<file path="src/rtl/debounce_sched.sv">
// Time-multiplexed button debouncer: one channel serviced per timepulse in slot order,
// debounced transitions posted to a round-robin arbitrated valid/ready event port.
module debounce_sched #(
  parameter int unsigned NB        = 4,
  parameter int unsigned MAX_COUNT = 4096,
  parameter int unsigned IDW       = $clog2(NB)
) (
  input  logic           clk_i,
  input  logic           rst_n_i,
  input  logic           tp_i,
  input  logic [NB-1:0]  btn_i,
  output logic [NB-1:0]  btn_o,
  output logic           evt_valid_o,
  output logic [IDW-1:0] evt_id_o,
  output logic           evt_press_o,
  input  logic           evt_ready_i,
  output logic           ovf_o
);

  localparam int unsigned CW = (MAX_COUNT > 1) ? $clog2(MAX_COUNT) : 1;
  localparam logic [CW-1:0] CNT_LAST = CW'(MAX_COUNT - 1);

  typedef enum logic [1:0] {
    WAIT_LOW,
    CNT_HIGH,
    WAIT_HIGH,
    CNT_LOW
  } state_t;

  state_t         st_q  [NB];
  state_t         st_d  [NB];
  logic [CW-1:0]  cnt_q [NB];
  logic [CW-1:0]  cnt_d [NB];
  logic [IDW-1:0] slot_q, slot_d;
  logic [IDW-1:0] rr_q, rr_d;
  logic [NB-1:0]  pend_q, pend_d;
  logic [NB-1:0]  kind_q, kind_d;
  logic           valid_q, valid_d;
  logic [IDW-1:0] id_q, id_d;
  logic           press_q, press_d;
  logic           ovf_q, ovf_d;

  logic           post;
  logic           post_kind;
  logic           load;
  logic           gnt_found;
  logic [IDW-1:0] gnt_id;

  // Modular add for channel indices; NB need not be a power of two.
  function automatic logic [IDW-1:0] wrap_add(input logic [IDW-1:0] base, input int unsigned off);
    int unsigned s;
    s = 32'(base) + off;
    if (s >= NB) s = s - NB;
    return IDW'(s);
  endfunction

  always_comb begin
    st_d      = st_q;
    cnt_d     = cnt_q;
    slot_d    = slot_q;
    post      = 1'b0;
    post_kind = 1'b0;
    if (tp_i) begin
      slot_d = wrap_add(slot_q, 1);
      case (st_q[slot_q])
        WAIT_LOW: begin
          if (btn_i[slot_q]) begin
            st_d[slot_q]  = CNT_HIGH;
            cnt_d[slot_q] = '0;
            post          = 1'b1;
            post_kind     = 1'b1;
          end
        end
        CNT_HIGH: begin
          if (cnt_q[slot_q] == CNT_LAST) begin
            st_d[slot_q]  = WAIT_HIGH;
            cnt_d[slot_q] = '0;
          end else begin
            cnt_d[slot_q] = cnt_q[slot_q] + 1'b1;
          end
        end
        WAIT_HIGH: begin
          if (!btn_i[slot_q]) begin
            st_d[slot_q]  = CNT_LOW;
            cnt_d[slot_q] = '0;
            post          = 1'b1;
            post_kind     = 1'b0;
          end
        end
        CNT_LOW: begin
          if (cnt_q[slot_q] == CNT_LAST) begin
            st_d[slot_q]  = WAIT_LOW;
            cnt_d[slot_q] = '0;
          end else begin
            cnt_d[slot_q] = cnt_q[slot_q] + 1'b1;
          end
        end
        default: ;
      endcase
    end
  end

  always_comb begin
    gnt_found = 1'b0;
    gnt_id    = '0;
    for (int unsigned i = 0; i < NB; i++) begin
      if (!gnt_found && pend_q[wrap_add(rr_q, i)]) begin
        gnt_found = 1'b1;
        gnt_id    = wrap_add(rr_q, i);
      end
    end
  end

  // Grant reads the registered pending set, so a post on the granted channel
  // lands after the clear and stays pending with its new kind.
  always_comb begin
    load    = !valid_q || evt_ready_i;
    pend_d  = pend_q;
    kind_d  = kind_q;
    valid_d = valid_q;
    id_d    = id_q;
    press_d = press_q;
    rr_d    = rr_q;
    ovf_d   = 1'b0;
    if (load) begin
      if (gnt_found) begin
        valid_d        = 1'b1;
        id_d           = gnt_id;
        press_d        = kind_q[gnt_id];
        pend_d[gnt_id] = 1'b0;
        rr_d           = wrap_add(gnt_id, 1);
      end else begin
        valid_d = 1'b0;
      end
    end
    if (post) begin
      ovf_d          = pend_q[slot_q] && !(load && gnt_found && (gnt_id == slot_q));
      pend_d[slot_q] = 1'b1;
      kind_d[slot_q] = post_kind;
    end
  end

  always_ff @(posedge clk_i or negedge rst_n_i) begin
    if (!rst_n_i) begin
      for (int unsigned k = 0; k < NB; k++) begin
        st_q[k]  <= WAIT_LOW;
        cnt_q[k] <= '0;
      end
      slot_q  <= '0;
      rr_q    <= '0;
      pend_q  <= '0;
      kind_q  <= '0;
      valid_q <= 1'b0;
      id_q    <= '0;
      press_q <= 1'b0;
      ovf_q   <= 1'b0;
    end else begin
      st_q    <= st_d;
      cnt_q   <= cnt_d;
      slot_q  <= slot_d;
      rr_q    <= rr_d;
      pend_q  <= pend_d;
      kind_q  <= kind_d;
      valid_q <= valid_d;
      id_q    <= id_d;
      press_q <= press_d;
      ovf_q   <= ovf_d;
    end
  end

  always_comb begin
    btn_o = '0;
    for (int unsigned k = 0; k < NB; k++) begin
      btn_o[k] = (st_q[k] == CNT_HIGH) || (st_q[k] == WAIT_HIGH);
    end
  end

  assign evt_valid_o = valid_q;
  assign evt_id_o    = id_q;
  assign evt_press_o = press_q;
  assign ovf_o       = ovf_q;

endmodule

</file>
<file path="config.mk">
export PLATFORM = sky130hd
export DESIGN_NAME = debounce_sched
export DESIGN_NICKNAME = d
export VERILOG_FILES = /design/src/rtl/debounce_sched.sv
export SDC_FILE = /design/constraint.sdc
export NUM_CORES = 1
export LEC_CHECK = 0
export ABC_AREA = 1
export BUFFER_PORTS_ARGS = -buffer_cell sky130_fd_sc_hd__buf_2
export CAP_MARGIN = 0
export CORE_MARGIN = 8
export CORE_UTILIZATION = 54
export CTS_CLUSTER_SIZE = 8
export DETAILED_ROUTE_END_ITERATION = 8
export GPL_TIMING_DRIVEN = 0
export HOLD_SLACK_MARGIN = 0.1
export PLACE_DENSITY = 0.71
export SLEW_MARGIN = 20
export SYNTH_ARGS = -nofsm -noshare
export SYNTH_HDL_FRONTEND = slang
export SYNTH_SLANG_ARGS = --single-unit
</file>
<file path="constraint.sdc">
create_clock -name clk_i -period 2.55 [get_ports clk_i]
set_input_delay 0.1275 -clock clk_i [delete_from_list [all_inputs] [get_ports clk_i]]
set_output_delay 0.1275 -clock clk_i [all_outputs]
set_load 0.05 [all_outputs]
</file>
Yosys cells after proc, flatten, opt, wreduce, memory -nomap -nowiden
Index checks and enable logic that the tools add are counted.

operators by class
  reductions and logical operators = 24
  mux-type cells = 64
  divide/modulo/power cells = 0
  $mul = 0
  eq/ne operators = 17
  order comparisons = 16
  bitwise logic cells = 15
  add/subtract/negate cells = 12
  shifts and indexed selects = 0

operators by type and width
  kind                                                                   count
  48-bit 2-to-1 mux                                                      3
  48-bit case mux with 3 select lines                                    1
  48-bit bitwise AND                                                     1
  48-bit bitwise mux                                                     1
  48-bit NOT                                                             1
  12-bit 2-to-1 mux                                                      3
  8-bit 2-to-1 mux                                                       4
  8-bit case mux with 4 select lines                                     1
  2-bit 2-to-1 mux                                                       13
  12-bit binary-select mux with 2-bit select                             1
  12-bit demux with 2-bit select                                         1
  1-bit 2-to-1 mux                                                       20
  3-bit greater-or-equal comparator (second input constant)              6
  2-bit by 3-bit < comparator with 1-bit output (second input constant)  6
  1-bit binary-select mux with 2-bit select                              7
  12-bit by 1-bit adder with 12-bit output (second input constant)       1
  4-bit bitwise AND                                                      3
  12-bit == test (second input constant)                                 1
  2-bit == test (second input constant)                                  6
  4-bit 2-to-1 mux                                                       3
  4-bit NOT                                                              3
  4-bit OR                                                               3
  2-bit by 1-bit subtractor with 2-bit output (second input constant)    6
  2-bit by 1-bit == test with 1-bit output (second input constant)       5
  24 further kinds                                                       48

word-level totals
  output and inout bits = 9
  word-level logic and storage cells = 164
  bits in read-only memories = 0
  bits in latches = 0
  bits in writable memories = 0
  flip-flop bits (word level) = 73
  memories = 0

Longest topological paths before layout
Gate-level depths: netlist (run 1).

  word-level depth = 24
  mapped depth = 19

Worst setup path before layout (run 1)
Ideal clock, no wire load.

  kind = register -> register
  from = reg slot_q[0]
  to = reg cnt_q[24] in the netlist's numbering
  arrival = 2196 ps
  setup time = 117 ps
  cell stages (with the launch flop) = 19
  setup slack = 237 ps
  cells stage by stage = dfrtp_1 > buf_6 > buf_6 > buf_6 > o21ai_1 > nand2_1 > nand2_2 > ha_1 > inv_1 > nor2_4 > inv_2 > nor2_2 > nand3_2 > buf_6 > nand3_2 > nand2_4 > buf_6 > nand2_1 > nand2_1

on the way
  word-level cells in the longest chain between the ends = 9

ends and longest elaborated chain
  what                                                                                              RTL line  source
  from (decl)                                                                                       34        logic [IDW-1:0] slot_q, slot_d;
  from (signal assigned)                                                                            160       slot_q <= slot_d;
  parallel branches: the longest is 9 deep, another holds 12-bit by 1-bit adder with 12-bit output  -
  to (signal assigned)                                                                              159       cnt_q <= cnt_d;
  to (decl)                                                                                         32        logic [CW-1:0] cnt_q [NB];

Several ways; the timed one is not identified. The select of a mux whose other input is x is not followed.
A chain may end at the register's enable or synchronous reset.

Final worst setup path (run 1)
  from = reg slot_q[0]
  to = reg cnt_q[43] in the netlist's numbering

The elaborated chain is that of the path after synthesis.

==> results of run 1 <==
## per-stage QoR
step	instance area [um2]	TNS [ns]	instances
finish	6140	0	1011
global placement	5460	-9.89	975
CTS	5880	0	997
floorplan	5210	0	826
global route	6140	-0.310	1011
detailed placement	5490	-11.49	976
## power breakdown
group	total (mW)	internal, mW	switching [mW]	leakage (nW)
Sequential	1.88	1.57	0.310	0.962
Combinational	6.27	1.98	4.29	2.24
Clock	1.21	0.746	0.460	0.127
Total	9.35	4.29	5.06	3.33
## cell usage after synthesis (all sizes together) (5+ instances only)
master / instances
a21oi: 14
buf: 26
clkbuf: 9
dfrtp: 73
ha: 5
inv: 66
nand2: 425
nand3: 87
nand4: 11
nor2: 64
o21ai: 30
xor2: 5
## registers in the layout, summed over array words and instances, names as in the netlist
name,count
cnt_q,48
slot_q,2
rr_q,2
st_q,8
evt_valid_o,1
ovf_o,1
pend_q,4
evt_press_o,1
evt_id_o,2
kind_q,4
## cell type report
cell class	count	area (um2)	area share, %
Multi-Input combinational cell	651	2980	48.6
Sequential cell	73	1830	29.8
Timing Repair Buffer	41	358	5.83
Buffer	31	283	4.61
Inverter	67	265	4.32
Tap cell	133	166	2.71
Clock inverter	5	129	2.10
Clock buffer	10	128	2.08
## path summary, 6_finish.rpt
kind                            slack, ns                      end  cells after the start               startpoint
max in group asynchronous            1.74    cnt_q[25]$_DFFE_PN0P_                      3                  rst_n_i
worst max-delay path                 0.07    cnt_q[43]$_DFFE_PN0P_                     16    slot_q[0]$_DFFE_PN0P_
min in group clk_i                   0.39    kind_q[3]$_DFFE_PN0P_                      7                 btn_i[0]
worst min register to register       0.48  evt_id_o[1]$_DFFE_PN0P_                      2  evt_id_o[1]$_DFFE_PN0P_
worst max register to register       0.07    cnt_q[43]$_DFFE_PN0P_                     16    slot_q[0]$_DFFE_PN0P_
worst min-delay path                 0.23  evt_valid_o$_DFFE_PN0N_                      2                  rst_n_i
## logic make-up after synthesis
family,Yosys count,synth area share [%]
compound gates,49,5.40
xor+xnor,5,0.840
simple gates,592,47.8
fa+ha+maj,5,1.20
buf+inv,102,9.68
flops,73,35.1
## metal layers
metal,global-route usage (%),up-vias
met5,0,-
met1,31.9,2566
met4,10.1,0
met2,38.6,257
li1,-,2667
met3,4.38,29
## timing repair
action / CTS / global route
buffers inserted: 6 / 12
pin swaps: 3 / 6
setup endpoints to repair: 57 / 56
gates resized for setup: 12 / 29
cloned: 1 / 2
hold buffers: 3 / 0
endpoints found under the hold margin: 76 / 0
==> results.yml, run 1 <==
run:
  max-cap-violations: 0
synthesis:
  synth_top_cells_by_area: "sky130_fd_sc_hd__dfrtp_1 35%, sky130_fd_sc_hd__nand2_1 30%, sky130_fd_sc_hd__nand3_1 7.5%, sky130_fd_sc_hd__inv_1 4.1%, sky130_fd_sc_hd__nor2_1 4.0%"
  netlist_instances: 826
  synthArstFlopShare_pct: 100
  synth-main-ff-cell: "sky130_fd_sc_hd__dfrtp_1"
  syn_area_per_cell_um2: 6.31
  seq_area_frac_synth_pct: 35.1
  synth_top_area_share_pct: 35.1
  synth.distinct_cells: 31
  yosys_register_bits: 73
  synth_area_um2: 5210
  synth_nets: 839
  synth-warning-count: 0
  edff_count_synth: 0
  post-synth-top-area-cell: "sky130_fd_sc_hd__dfrtp_1"
setup_path:
  cp.arrival_ns: 2.73
  number_of_buffers_and_inverters_on_the_critical_path: 5
  crit_chain: "buf_8 -> buf_12 -> o21ai_4 -> nand2_2 -> nand2_2 -> ha_4 -> inv_1 -> nor2_4 -> inv_2 -> nor2_4 -> nand3_4 -> nand3_1 -> nand2_2 -> buf_4 -> nand2_1 -> nand2_1"
  setup.worst_path.class: "flop to flop"
  critPathMostFrequentCell: "sky130_fd_sc_hd__nand2_2"
  critPathCaptureType: "flop"
  timing.critical_path.from_type: "flop"
  cell_type_group_with_the_largest_total_delay_on_the_critical_path: "simple AND/OR/NAND/NOR gates"
  timing.critical_path.required_ns: 2.80
  worst_path_largest_cell_delay_ns: 0.46
  critical_path.slowest_cell: "sky130_fd_sc_hd__dfrtp_2"
  crit_fanout: 10
grt:
  globalRoute.totalOverflow: 0
  via_count_of_the_first_global_routing_pass: 5057
  grt_antenna_before_repair: 0
  global_route_wire_length_before_repair_mm: 25.1
  grtUsageTotal_pct: 24.3
  grt_start_max_net_pins: 47
cts:
  htree_num_levels: 3
  tritoncts_num_sinks: 73
  clock_transition_at_the_register_clock_pins_on_the_worst_setup_and_hold_paths_after_cts_ns: 0.08
  numCtsBuffers: 9
  clk_root_buffer_cell: "sky130_fd_sc_hd__clkbuf_8"
  insertion_delay_of_the_later_clocked_pin_in_the_worst_skew_pair_ns: 0.36
  clk_path_buf_depth: 2
  cts_tree: "yes"
sta:
  finalCritPeriodShare_pct: 97.3
  worstMarginPinSlew_ns: 0.683
  fmaxAchievable_mhz: 403
  fin_hold_ws_ns: 0.229
  hold_viol_final: 0
  final.setup_skew_ns: 0.0146
  max_slew_margin_pct: 54.1
  timing.final.ws_setup_ns: 0.0692
  slew_viol_final: 0
  finalSetupViolations: 0
  timing.final.crit_period_ns: 2.48
floorplan:
  design.die.area_um2: 13000
  rows: 36
  core_um2: 9550
  fp.dieH_um: 114
  design.portCount: 17
  initial_utilization_pct: 54.6
  die_w_um: 114
routing:
  detail_route.wl_per_cell_um: 15.5
  drc: 0
  routed_via_density: 5.46
  vias: 5519
  drt_first_iter_violations: 569
  met2RoutedLength_mm: 7.03
  drt-met1-wl_mm: 7.01
  maxUsedRoutingLayer: "met4"
  route.final.wire_length_mm: 15.7
  detailedRoute.firstPassIterationCount: 5
  antenna_violating_nets_left: 0
  dr_wl_met3_mm: 1.26
power_and_ir_drop:
  static-leakage-power_nw: 3.33
  irDropWorstVdd_mv: 0.645
  power.density_cell_area_nw_per_um2: 1520
  total_power_mw: 9.35
cells_and_area:
  fin_nets: 887
  most-common-layout-cells: "411 x sky130_fd_sc_hd__nand2_1, 78 x sky130_fd_sc_hd__nand3_1, 72 x sky130_fd_sc_hd__dfrtp_1"
  drive_gt1_share_pct: 14.8
  final_core_utilization_pct: 64.3
  final.fill_count: 871
  final_common_cell: "sky130_fd_sc_hd__nand2_1"
  flow.area_growth_from_synthesis_pct: 17.8
  antenna_cells: 0
place:
  place.detailed.hpwl_mm: 11.0
  gp_congestion: 0.945
  numPortBuffers: 16
  place_ws_ns: -0.263
outcome:
  outcome: "completed"
hold_path:
  worst_hold_path_type: "input port to async pin"
Note: power is estimated with default switching activity, not from simulation.
==> run 2: changes to the inputs <==
Settings changed: CORE_UTILIZATION 54 to 45, GPL_TIMING_DRIVEN 0 to default, PLACE_DENSITY 0.71 to default.
==> run 2 against run 1 <==
Compared with the run above: non-clock buffer count down 21; via count down 5.1%; design area down 3.0%; largest cell class unchanged; critical path type unchanged; core utilization down 12 points; critical path depth unchanged; first-iteration DRC count down 14%; critical endpoint is now cnt_q[20]$_DFFE_PN0P_; clock power up 17%; power down 2.9%; combinational power down 8.0%.
==> results.yml, run 2 (synthesis gave the netlist of run 1 again) <==
power_and_ir_drop:
  combinationalPowerShare_pct: 63.5
  p_sw_share_pct: 53.8
  irDropWorstVdd_mv: 0.846
  power_frac_seq_pct: 21.0
  power.internal_mw: 4.20
  switching_power_mw: 4.89
  power.density_cell_area_nw_per_um2: 1520
  p_clk_share_pct: 15.5
  total_power_mw: 9.08
  static-leakage-power_nw: 3.22
sta:
  grt_setup_unrepaired: "false"
  timing.final.ws_setup_ns: 0.165
  fin_hold_ws_ns: 0.461
  finalCritPeriodShare_pct: 93.5
  hold_viol_final: 0
  slew_viol_final: 0
  timing.final.crit_period_ns: 2.39
  worstMarginPinSlew_ns: 0.957
  fmaxAchievable_mhz: 419
  finalSetupViolations: 0
  max_slew_margin_pct: 36.2
  final.setup.tns_ns: 0
  final.setup_skew_ns: 0.00968
routing:
  antenna_violating_nets_left: 0
  route.final.wire_length_mm: 14.8
  drt_first_iter_violations: 492
  routed_via_density: 5.22
  detailedRoute.firstPassIterationCount: 5
  vias: 5238
  drc: 0
  detail_route.wl_per_cell_um: 14.8
cells_and_area:
  drive_gt1_share_pct: 13.8
  reg_top3: "cnt_q (48), st_q (8)"
  largest_reg_flops: 48
  fin_nets: 868
  final_common_cell: "sky130_fd_sc_hd__nand2_1"
  most-common-layout-cells: "413 x sky130_fd_sc_hd__nand2_1, 78 x sky130_fd_sc_hd__nand3_1, 72 x sky130_fd_sc_hd__dfrtp_1"
  antenna_cells: 0
  flow.area_growth_from_synthesis_pct: 14.4
  max_flop_register: "cnt_q"
setup_path:
  crit_chain: "buf_6 -> o21ai_2 -> nand2_1 -> nand2_2 -> ha_1 -> inv_1 -> nor2_4 -> inv_2 -> nor2_4 -> nand3_4 -> buf_4 -> nand3_2 -> nand2_4 -> clkinv_2 -> nand2_1 -> nand2_1"
  crit_fanout: 15
  timing.critical_path.from_type: "flop"
  cp.arrival_ns: 2.68
  regToRegSetupSlack_ns: 0.16
  critical_path.slowest_cell: "sky130_fd_sc_hd__dfrtp_2"
  critPathCaptureType: "flop"
  worst_setup_path_endpoint: "cnt_q[20]$_DFFE_PN0P_"
  worstReg2RegStart: "slot_q[0]$_DFFE_PN0P_"
  timing.critical_path.required_ns: 2.85
  r2r.worst_path.cells: 16
  worst_path_largest_cell_delay_ns: 0.45
  setup.worst_path.class: "flop to flop"
  crit_start: "slot_q[0]$_DFFE_PN0P_"
  regToRegEndpoint: "cnt_q[20]$_DFFE_PN0P_"
  critPathMostFrequentCell: "sky130_fd_sc_hd__nand2_1"
hold_path:
  worst_hold_path_type: "input port to async pin"
floorplan:
  design.portCount: 17
  die_w_um: 124
  initial_utilization_pct: 45.8
  design.die.area_um2: 15300
  fp.dieH_um: 124
  core_um2: 11400
  rows: 39
grt:
  grt_antenna_before_repair: 0
  via_count_of_the_first_global_routing_pass: 4902
  globalRoute.totalOverflow: 0
  grtUsageTotal_pct: 20.5
  grt_start_max_net_pins: 74
  global_route_wire_length_before_repair_mm: 24.5
place:
  place.detailed.hpwl_mm: 10.7
  place_ws_ns: 0.0572
  numPortBuffers: 16
  gp_congestion: 0.922
cts:
  clk_root_buffer_cell: "sky130_fd_sc_hd__clkbuf_16"
  numCtsBuffers: 9
  clk_path_buf_depth: 2
  insertion_delay_of_the_later_clocked_pin_in_the_worst_skew_pair_ns: 0.36
  tritoncts_num_sinks: 73
  clock_transition_at_the_register_clock_pins_on_the_worst_setup_and_hold_paths_after_cts_ns: 0.06
  cts_tree: "yes"
  htree_num_levels: 3
run:
  max-cap-violations: 0
outcome:
  outcome: "completed"
-- run 2: how the worst min path moves through the flow --
stage / from / to / slack (ns) / cells after the start
3_3_place_gp: rst_n_i / rr_q[0]$_DFFE_PN0P_ / 0.32 / 1
4_1_cts: btn_i[0] / kind_q[3]$_DFFE_PN0P_ / 0.47 / 8
3_5_place_dp: rst_n_i / rr_q[0]$_DFFE_PN0P_ / 0.34 / 1
6_report: rst_n_i / rr_q[0]$_DFFE_PN0P_ / 0.46 / 2
2_1_floorplan: rst_n_i / cnt_q[0]$_DFFE_PN0P_ / -0.17 / 0
5_1_grt: evt_id_o[0]$_DFFE_PN0P_ / evt_id_o[0]$_DFFE_PN0P_ / 0.51 / 2
-- run 2: critical path: cells and delay by family (launching register included) --
kind            cells  cell delay, ns
simple gates        9            0.91
flops               1            0.45
fa+ha+maj           1            0.17
compound gates      1            0.15
buf+inv             5            0.62
-- run 2: final cells by class --
cell class / instances / area (um2)
clock buffer: 10 / 239
clock inverter: 6 / 91.3
fill: 1113 / 5410
inverter: 67 / 273
multi-input combinational: 652 / 2950
sequential: 73 / 1830
tap: 143 / 179
timing repair buffer: 51 / 389
timing repair inverter: 1 / 5.00
-- run 2: what timing repair did --
action / 4_1_cts / 5_1_grt
hold buffers: 3 / 0
endpoints found under the setup margin: 0 / 53
buffers inserted: 0 / 2
hold endpoints to repair: 76 / 0
resized for setup: 0 / 26
-- run 2: metrics by stage --
stage,util (%),area (um2),cells
6_report,52.4,5960,1003
2_1_floorplan,-,5210,826
3_5_place_dp,48.1,5470,980
5_1_grt,52.4,5960,1003
3_3_place_gp,48.1,5470,980
4_1_cts,51.3,5830,999
-- run 2: power by group through the flow --
stage | logic [mW] | registers (mW) | clock network, mW
2_1_floorplan | 4.11 | 1.92 | 0
3_3_place_gp | 5.38 | 1.91 | 0
3_5_place_dp | 5.45 | 1.91 | 0
4_1_cts | 5.47 | 1.89 | 1.44
5_1_grt | 6.45 | 1.95 | 1.48
6_report | 5.77 | 1.91 | 1.41
-- run 2: metal layers --
layer,up-vias,wire length (um),global-route usage (%)
li1,2630,-,-
met1,2390,6910,28.4
met2,188,6390,31.0
met3,30,1190,4.40
met4,0,320,7.07
met5,-,0,0
==> run 3: changes to the inputs <==
Settings changed: CORE_UTILIZATION 45 to 63, PLACE_DENSITY from default to 0.81.
==> run 3 against run 2 <==
Compared with the run above: non-clock buffer count rose by 3; clock skew fell by 0.0011 ns; maximum frequency decreased by 2.4%; power fell by 4.3%; clock-buffer cell count rose by 2; critical endpoint is now cnt_q[12]$_DFFE_PN0P_; critical path type unchanged.
==> results.yml, run 3 (synthesis gave the netlist of run 1 again) <==
power_and_ir_drop:
  p_clk_share_pct: 11.1
  power_frac_seq_pct: 21.8
  power.density_cell_area_nw_per_um2: 1490
  static-leakage-power_nw: 3.20
  switching_power_mw: 4.91
  power.internal_mw: 3.78
  combinationalPowerShare_pct: 67.1
  irDropWorstVdd_mv: 0.732
  p_sw_share_pct: 56.5
setup_path:
  setup.worst_path.class: "flop to flop"
  crit_chain: "buf_4 -> clkbuf_16 -> nand2_1 -> o211ai_2 -> nand2_2 -> nand2_1 -> nor2_4 -> nand3_4 -> nand2_8 -> buf_6 -> nand3_1 -> nand2_1 -> nand2_1 -> nand2_1"
  crit_fanout: 19
  critical_path.slowest_cell: "sky130_fd_sc_hd__dfrtp_2"
  cell_type_group_with_the_largest_total_delay_on_the_critical_path: "simple AND/OR/NAND/NOR gates"
  timing.critical_path.from_type: "flop"
  worst_path_largest_cell_delay_ns: 0.45
  number_of_buffers_and_inverters_on_the_critical_path: 3
  critPathMostFrequentCell: "sky130_fd_sc_hd__nand2_1"
  cp.arrival_ns: 2.74
  critPathCaptureType: "flop"
  timing.critical_path.required_ns: 2.85
sta:
  timing.final.crit_period_ns: 2.44
  max_slew_margin_pct: 48.3
  grt_setup_unrepaired: "true"
  fin_hold_ws_ns: 0.373
  hold_viol_final: 0
  finalSetupViolations: 0
  final.setup_skew_ns: 0.00862
  worstMarginPinSlew_ns: 0.776
  fmaxAchievable_mhz: 409
  finalCritPeriodShare_pct: 95.9
  slew_viol_final: 0
cells_and_area:
  final.fill_count: 709
  reg_top3: "cnt_q (48), st_q (8)"
  largest_reg_flops: 48
  multiInputGateArea_um2: 2970
  final_cells: 966
  fin_nets: 870
  drive_gt1_share_pct: 13.5
  final_common_cell: "sky130_fd_sc_hd__nand2_1"
  antenna_cells: 0
  max_flop_register: "cnt_q"
  most-common-layout-cells: "413 x sky130_fd_sc_hd__nand2_1, 78 x sky130_fd_sc_hd__nand3_1, 72 x sky130_fd_sc_hd__dfrtp_1"
  area.sequential_um2: 1830
  flow.area_growth_from_synthesis_pct: 11.8
place:
  gp_congestion: 0.956
  place_inst: 940
  numPortBuffers: 16
  place.detailed.hpwl_mm: 10.5
routing:
  antenna_violating_nets_left: 0
  drt_first_iter_violations: 458
  detailedRoute.firstPassIterationCount: 5
  vias: 5504
  routed_via_density: 5.70
  drc: 0
  route.final.wire_length_mm: 15.2
  detail_route.wl_per_cell_um: 15.7
floorplan:
  initial_utilization_pct: 64.1
  fp.dieH_um: 107
  die_w_um: 107
  design.die.area_um2: 11400
  core_um2: 8130
  design.portCount: 17
  rows: 33
outcome:
  outcome: "completed"
cts:
  cts_tree: "yes"
  htree_num_levels: 3
  clock_transition_at_the_register_clock_pins_on_the_worst_setup_and_hold_paths_after_cts_ns: 0.08
  numCtsBuffers: 9
  insertion_delay_of_the_later_clocked_pin_in_the_worst_skew_pair_ns: 0.37
  clk_root_buffer_cell: "sky130_fd_sc_hd__clkbuf_8"
  clk_path_buf_depth: 2
  tritoncts_num_sinks: 73
grt:
  via_count_of_the_first_global_routing_pass: 4968
  global_route_wire_length_before_repair_mm: 24.1
  grtUsageTotal_pct: 26.2
  globalRouteMet1Util_pct: 34.3
  grt.busiest_layer: "met2"
  grt_antenna_before_repair: 0
  gr-usage-met3_pct: 6.66
  grt_met2_usage_pct: 40.8
  globalRoute.totalOverflow: 0
  grt_start_max_net_pins: 40
hold_path:
  worst_hold_path_type: "input port to async pin"
run:
  max-cap-violations: 0
==> run 3: cell type report <==
cell class / instances / area share, %
clock buffer: 12 / 2.66
clock inverter: 3 / 0.687
inverter: 67 / 4.62
multi-input combinational: 652 / 50.9
sequential: 73 / 31.4
tap: 105 / 2.26
timing repair buffer: 54 / 7.48
==> run 3: path summary, 6_finish.rpt <==
kind	slack, ns	endpoint	startpoint	cells past startpoint
min in group clk_i	0.40	kind_q[3]$_DFFE_PN0P_	btn_i[0]	7
worst max register to register	0.11	cnt_q[12]$_DFFE_PN0P_	slot_q[0]$_DFFE_PN0P_	14
worst min register to register	0.49	cnt_q[46]$_DFFE_PN0P_	cnt_q[46]$_DFFE_PN0P_	2
worst max-delay path	0.11	cnt_q[12]$_DFFE_PN0P_	slot_q[0]$_DFFE_PN0P_	14
max in group asynchronous	1.50	cnt_q[47]$_DFFE_PN0P_	rst_n_i	3
worst min-delay path	0.37	evt_valid_o$_DFFE_PN0N_	rst_n_i	2
==> run 3: worst reg2reg max path: stages (launching register included) <==
cell,delay (ns)
sky130_fd_sc_hd__dfrtp_2,0.45
sky130_fd_sc_hd__buf_4,0.15
sky130_fd_sc_hd__clkbuf_16,0.19
sky130_fd_sc_hd__nand2_1,0.12
sky130_fd_sc_hd__o211ai_2,0.10
sky130_fd_sc_hd__nand2_2,0.13
sky130_fd_sc_hd__nand2_1,0.14
sky130_fd_sc_hd__nor2_4,0.28
sky130_fd_sc_hd__nand3_4,0.20
sky130_fd_sc_hd__nand2_8,0.14
sky130_fd_sc_hd__buf_6,0.19
sky130_fd_sc_hd__nand3_1,0.09
sky130_fd_sc_hd__nand2_1,0.07
sky130_fd_sc_hd__nand2_1,0.06
sky130_fd_sc_hd__nand2_1,0.08
==> run 3: what timing repair did <==
| item | in CTS | in global routing |
|---|---|---|
| endpoints found under the setup margin | 36 | 53 |
| endpoints found under the hold margin | 34 | 0 |
| cloned | 0 | 2 |
| hold buffers | 3 | 0 |
| gates resized for setup | 5 | 17 |
| pin swaps | 0 | 1 |
| buffers inserted | 0 | 6 |
==> run 3: power groups by stage <==
stage / Combinational, mW / Sequential [mW] / Clock, mW
floorplan: 4.11 / 1.92 / 0
global placement: 5.28 / 1.89 / 0
detailed placement: 5.40 / 1.90 / 0
CTS: 5.48 / 1.88 / 0.947
global route: 6.39 / 1.95 / 1.00
finish: 5.83 / 1.90 / 0.961
==> run 3: metrics by stage <==
step                      instance area (um2)  worst slack (ns)  total power [mW]  utilization (%)  TNS (ns)
after floorplan                          5210             0.237              6.03                -         0
after detailed placement                 5420           -0.0647              7.29             66.6     -1.24
final                                    5820             0.105              8.69             71.6         0
after global routing                     5820           -0.0270              9.34             71.6    -0.130
after CTS                                5670            0.0279              8.31             69.7         0
after global placement                   5420          -0.00274              7.17             66.6  -0.00274
==> run 3: metal layers <==
layer	vias to the layer above	share of wire, %
met5	-	0
met4	0	2.7
met3	35	11
met2	325	45
met1	2509	41
li1	2635	-
